--- config.mk ---
export PLATFORM = sky130hd
export DESIGN_NAME = muldiv_seq
export DESIGN_NICKNAME = d
export VERILOG_FILES = /design/src/rtl/muldiv_seq.sv
export SDC_FILE = /design/constraint.sdc
export NUM_CORES = 1
export LEC_CHECK = 0
export ABC_AREA = 1
export BUFFER_PORTS_ARGS = -buffer_cell sky130_fd_sc_hd__clkbuf_2
export CORE_ASPECT_RATIO = 0.8
export CORE_MARGIN = 4
export CORE_UTILIZATION = 50
export CTS_CLUSTER_SIZE = 28
export DETAILED_ROUTE_END_ITERATION = 16
export PLACE_DENSITY = 0.76
export SKIP_LAST_GASP = 1
export SLEW_MARGIN = 20
export SYNTH_ARGS = -nofsm -noshare
export SYNTH_HDL_FRONTEND = slang
export SYNTH_SLANG_ARGS = --single-unit
--- constraint.sdc ---
create_clock -name clk -period 2.5 [get_ports clk]
set_clock_uncertainty 0.15 [all_clocks]
set_input_delay 0.125 -clock clk [delete_from_list [all_inputs] [get_ports clk]]
set_output_delay 0.125 -clock clk [all_outputs]
set_load 0.005 [all_outputs]
--- src/rtl/muldiv_seq.sv ---
// muldiv_seq: 34-cycle MUL/DIVU/REMU sequencer that borrows the shared ALU one step per clock.
module muldiv_seq (
  input  logic        clk,
  input  logic        rst,
  input  logic        start,
  input  logic [1:0]  funct,
  input  logic [31:0] a,
  input  logic [31:0] b,
  output logic        busy,
  output logic        done,
  output logic [31:0] result,
  output logic [31:0] alu_op1,
  output logic [31:0] alu_op2,
  output logic [3:0]  alu_op,
  input  logic [31:0] alu_result
);
  localparam logic [3:0] ALU_ADD = 4'b0010;
  localparam logic [3:0] ALU_SUB = 4'b0110;
  typedef enum logic [1:0] {IDLE, RUN, DONE} state_t;
  state_t state_q, state_d;
  logic [4:0] cnt_q, cnt_d;
  logic [1:0] funct_q, funct_d;
  // acc doubles as rem, x as mcand/quo, y as mplier/dvsr
  logic [31:0] acc_q, acc_d, x_q, x_d, y_q, y_d, result_q, result_d;
  logic run, is_div, ge;
  logic [31:0] sh;
  assign run = state_q == RUN;
  assign is_div = funct_q == 2'b01 || funct_q == 2'b10;
  assign sh = {acc_q[30:0], x_q[31]};
  assign ge = acc_q[31] | (sh >= y_q);
  assign alu_op = run && is_div ? ALU_SUB : ALU_ADD;
  assign alu_op1 = !run ? '0 : is_div ? sh : acc_q;
  assign alu_op2 = !run ? '0 : is_div ? y_q : (y_q[0] ? x_q : '0);
  assign busy = state_q != IDLE;
  assign done = state_q == DONE;
  assign result = result_q;
  always_comb begin
    state_d = state_q;
    cnt_d = cnt_q;
    funct_d = funct_q;
    acc_d = acc_q;
    x_d = x_q;
    y_d = y_q;
    result_d = result_q;
    if (state_q == IDLE && start) begin
      state_d = RUN;
      cnt_d = '0;
      funct_d = funct;
      acc_d = '0;
      x_d = a;
      y_d = b;
    end else if (run) begin
      acc_d = is_div ? (ge ? alu_result : sh) : alu_result;
      x_d = is_div ? {x_q[30:0], ge} : x_q << 1;
      y_d = is_div ? y_q : y_q >> 1;
      cnt_d = cnt_q + 5'd1;
      if (cnt_q == 5'd31) begin
        state_d = DONE;
        result_d = funct_q == 2'b01 ? x_d : acc_d;
      end
    end else if (state_q == DONE) begin
      state_d = IDLE;
    end
  end
  always_ff @(posedge clk) begin
    if (rst) begin
      state_q <= IDLE;
      cnt_q <= '0;
      funct_q <= '0;
      acc_q <= '0;
      x_q <= '0;
      y_q <= '0;
      result_q <= '0;
    end else begin
      state_q <= state_d;
      cnt_q <= cnt_d;
      funct_q <= funct_d;
      acc_q <= acc_d;
      x_q <= x_d;
      y_q <= y_d;
      result_q <= result_d;
    end
  end
endmodule

==> impl_metrics.json <==
{
  "run_status": "finished, final reports clean",
  "setup.worst_path.start": "state_q[1]",
  "placementRows": 40,
  "chipHeight_um": 120.0,
  "drc": 0,
  "worst_ir_drop_vdd_mv": 0.5306,
  "nature_of_the_critical_path_endpoint": "flip-flop",
  "routed-via-count": 9297,
  "max_freq_mhz": 412.3,
  "yosys_most_used_dff": "sky130_fd_sc_hd__dfxtp_1",
  "grt-busiest-layer": "met2",
  "antenna-diode-count": 0,
  "critical_path.cell_chain": "inv_1 > ha_2 > inv_2 > buf_4 > nand2_1 > a311oi_1 > dlygate4sd3_1",
  "grt_util_all_layers_pct": 31.01,
  "r2r_end": "x_q[22]",
  "clock_path_buffers": 2,
  "post-route-util_pct": 70.12,
  "power.switching_mw": 2.107,
  "clock_power_share_pct": 37.0,
  "regToRegStartpoint": "state_q[1]",
  "worst_relative_slew_slack_pct": 39.32,
  "report.final.setup_viol": 0,
  "yosysTopAreaCellShare_pct": 35.00,
  "class_of_the_tightest_hold_or_removal_check": "input port to flip-flop",
  "grt_first_pass_wirelength_mm": 44.73,
  "reg2reg_setup_slack_ns": 0.07,
  "postRouteWirelength_mm": 27.99,
  "initial_utilization_pct": 51.67,
  "drt_pre_antenna_iters": 6,
  "async_reset_ff_share_pct": 0,
  "drv_slew": 0,
  "synth-edff-count": 0,
  "layout_worst_path_cycle_share_pct": 97.01,
  "routed_wire_length_per_instance_um": 16.85,
  "cts.reportedPaths.clkPinSlew_ns": 0.06,
  "timing.critical_path.to": "x_q[22]",
  "max_cap_violations": 0,
  "power_frac_comb_pct": 25.8,
  "first_iter_violations": 1082,
  "tightest_slew_ns": 0.9102,
  "r2r_cells": 7,
  "synthCells": 1178,
  "ctsRootBufferMaster": "sky130_fd_sc_hd__clkbuf_16",
  "synth.largest_area_cell": "sky130_fd_sc_hd__dfxtp_1",
  "placeableCoreArea_um2": 15160,
  "worst_path_largest_cell_delay_ns": 0.63,
  "die_area_um2": 17750,
  "grt_overflow": 0,
  "synthesis.area_um2": 7835,
  "setup.worst_path.start_class": "flip-flop",
  "synth-seq-area-share_pct": 35.00,
  "ios": 203,
  "antenna_found_initial": 0,
  "synth.ff_latch_count": 137,
  "worst_ep_required_time_ns": 2.71,
  "syn_area_cell_um2": 6.651,
  "floorplan.die.width_um": 148.0,
  "worstPathArrival_ns": 2.63,
  "groute.layer.met2.usage_pct": 47.49,
  "global_route.usage.met3_pct": 7.173,
  "internal_power_mw": 4.478,
  "ys_warn_count": 0,
  "worstSetupPathType": "flip-flop to flip-flop",
  "hold_viol_final": 0,
  "gp_routability_congestion": 0.9001,
  "cts_tree": "built",
  "clkSinkCount": 137,
  "cellPowerDensity_nw_per_um2": 619.2,
  "first_global_vias": 8831,
  "grt_start_max_net_pins": 65,
  "static-leakage-power_nw": 4.916,
  "whs_ns": 0.09914,
  "worstPathMaxFanout": 36,
  "timing.final.crit_period_ns": 2.425,
  "ys_types": 35,
  "drtAntennaViolNets": 0,
  "dp_hpwl_mm": 17.82,
  "cpMaxStageDelayCell": "sky130_fd_sc_hd__dlygate4sd3_1",
  "area_growth_syn_to_layout_pct": 35.72,
  "post_route_cells_drive_above_1_share_pct": 18.33,
  "clock_latency_ns": 0.43,
  "htreeDepth": 4,
  "number_of_port_buffers": 199,
  "routed_via_density": 5.597,
  "rsz_0062_raised_after_global_routing": "true",
  "met1_usage_pct": 42.26,
  "seq_power_share_pct": 37.2,
  "numCtsBuffers": 17,
  "switching_share_pct": 32.00,
  "synth.top_cells.by_area": "sky130_fd_sc_hd__dfxtp_1, sky130_fd_sc_hd__nand2_1, sky130_fd_sc_hd__a21oi_1",
  "num-nets-final": 1583
}
## per-layer routing
metal / share of wire, % / wire length [um]
met5: 0 / 0
met4: 2.8 / 771
met3: 11 / 3196
met2: 44 / 12220
met1: 42 / 11810
## state kept, by name (all words and copies together), names as in the netlist
signal / flops
cnt_q: 5
funct_q: 2
acc_q: 32
x_q: 32
y_q: 32
state_q: 2
result: 32
## power by group through the flow
| stage | clock network [mW] | logic [mW] | registers, mW |
|---|---|---|---|
| after floorplan | 0 | 1.03 | 2.46 |
| after global placement | 0 | 1.48 | 2.49 |
| after detailed placement | 0 | 1.50 | 2.49 |
| after CTS | 2.43 | 1.65 | 2.44 |
| after global routing | 2.53 | 1.87 | 2.47 |
| final | 2.43 | 1.70 | 2.45 |
## repair_timing
| action | CTS | global route |
|---|---|---|
| setup endpoints to repair | 34 | 29 |
| buffers inserted | 0 | 0 |
| endpoints found under the hold margin | 130 | 0 |
| gates resized for setup | 2 | 4 |
| hold buffers | 107 | 0 |
| gates cloned | 0 | 0 |
## cell usage in the layout, fill, tap and decap left out, types with 2 or more instances in the layout
cell type	n
sky130_fd_sc_hd__buf_12	5
sky130_fd_sc_hd__buf_4	21
sky130_fd_sc_hd__dlygate4sd3_1	107
sky130_fd_sc_hd__nand2_1	282
sky130_fd_sc_hd__clkbuf_8	2
sky130_fd_sc_hd__a21o_1	3
sky130_fd_sc_hd__clkbuf_16	17
sky130_fd_sc_hd__nor2_4	2
sky130_fd_sc_hd__clkbuf_2	198
sky130_fd_sc_hd__inv_1	120
sky130_fd_sc_hd__nand2_2	3
sky130_fd_sc_hd__a21oi_1	111
sky130_fd_sc_hd__nand4_1	33
sky130_fd_sc_hd__nor3_1	6
sky130_fd_sc_hd__o21ai_0	63
sky130_fd_sc_hd__ha_1	39
sky130_fd_sc_hd__nand3_1	67
sky130_fd_sc_hd__buf_6	2
sky130_fd_sc_hd__dfxtp_1	137
sky130_fd_sc_hd__a311oi_1	30
sky130_fd_sc_hd__o22ai_1	61
sky130_fd_sc_hd__nor2_1	107
sky130_fd_sc_hd__nand2_4	2
sky130_fd_sc_hd__clkbuf_1	6
sky130_fd_sc_hd__nor2_2	3
sky130_fd_sc_hd__a31oi_1	4
sky130_fd_sc_hd__inv_2	2
sky130_fd_sc_hd__bufinv_16	2
sky130_fd_sc_hd__conb_1	3
## Yosys cell counts (2+ instances only)
cell type	n
sky130_fd_sc_hd__nand2_1	285
sky130_fd_sc_hd__dfxtp_1	137
sky130_fd_sc_hd__inv_1	120
sky130_fd_sc_hd__a21oi_1	111
sky130_fd_sc_hd__nor2_1	108
sky130_fd_sc_hd__clkbuf_1	68
sky130_fd_sc_hd__nand3_1	67
sky130_fd_sc_hd__o21ai_0	63
sky130_fd_sc_hd__o22ai_1	61
sky130_fd_sc_hd__ha_1	40
sky130_fd_sc_hd__nand4_1	33
sky130_fd_sc_hd__a311oi_1	30
sky130_fd_sc_hd__buf_4	8
sky130_fd_sc_hd__buf_2	7
sky130_fd_sc_hd__nor3_1	6
sky130_fd_sc_hd__buf_1	5
sky130_fd_sc_hd__a31oi_1	4
sky130_fd_sc_hd__a21o_1	3
sky130_fd_sc_hd__nor2_2	3
sky130_fd_sc_hd__clkinv_1	2
sky130_fd_sc_hd__conb_1	2
sky130_fd_sc_hd__inv_2	2
## cell type report
type	count	area [um^2]
Multi-Input combinational cell	829	4273
Timing Repair Buffer	333	2342
Clock buffer	25	475.5
Clock inverter	3	67.56
Tap cell	210	262.8
Sequential cell	137	2743
Inverter	124	470.5
Fill cell	1281	4531
## worst max-delay path, delay by kind of cell (launching register included)
| family | cells | cell delay (ns) |
|---|---|---|
| compound gates | 1 | 0.29 |
| flops | 1 | 0.35 |
| fa+ha+maj | 1 | 0.22 |
| buf+inv | 4 | 1.22 |
| simple gates | 1 | 0.10 |
## per-stage QoR
step | setup WS, ns | area [um^2] | setup TNS (ns) | std cells | power [mW]
after global placement | 0.2521 | 9000 | 0 | 1526 | 3.964
after floorplan | 0.5403 | 7839 | 0 | 1179 | 3.492
final | 0.07483 | 10630 | 0 | 1661 | 6.584
after global routing | -0.02725 | 10630 | -0.04169 | 1661 | 6.868
after CTS | 0.09055 | 10620 | 0 | 1661 | 6.527
after detailed placement | 0.1977 | 9000 | 0 | 1526 | 3.986
## kinds of logic (layout without fill, tap and decap cells)
group | Yosys count | in the layout | synth area share [%]
flops | 137 | 137 | 35.00
buf+inv | 213 | 485 | 10.80
compound gates | 278 | 278 | 20.52
other cells | 2 | 3 | 0.09585
simple gates | 508 | 508 | 27.20
fa+ha+maj | 40 | 40 | 6.388
## how the worst min path moves through the flow
stage | start | end | slack, ns | cells past startpoint
final | start | y_q[31] | 0.1 | 6
after global routing | start | y_q[31] | 0.13 | 6
after CTS | start | y_q[31] | 0.08 | 6
after detailed placement | b[31] | y_q[31] | 0.23 | 3
after global placement | b[31] | y_q[31] | 0.22 | 3
after floorplan | funct[0] | funct_q[0] | 0.12 | 2
No activity file was read; power rests on OpenSTA's default activity.
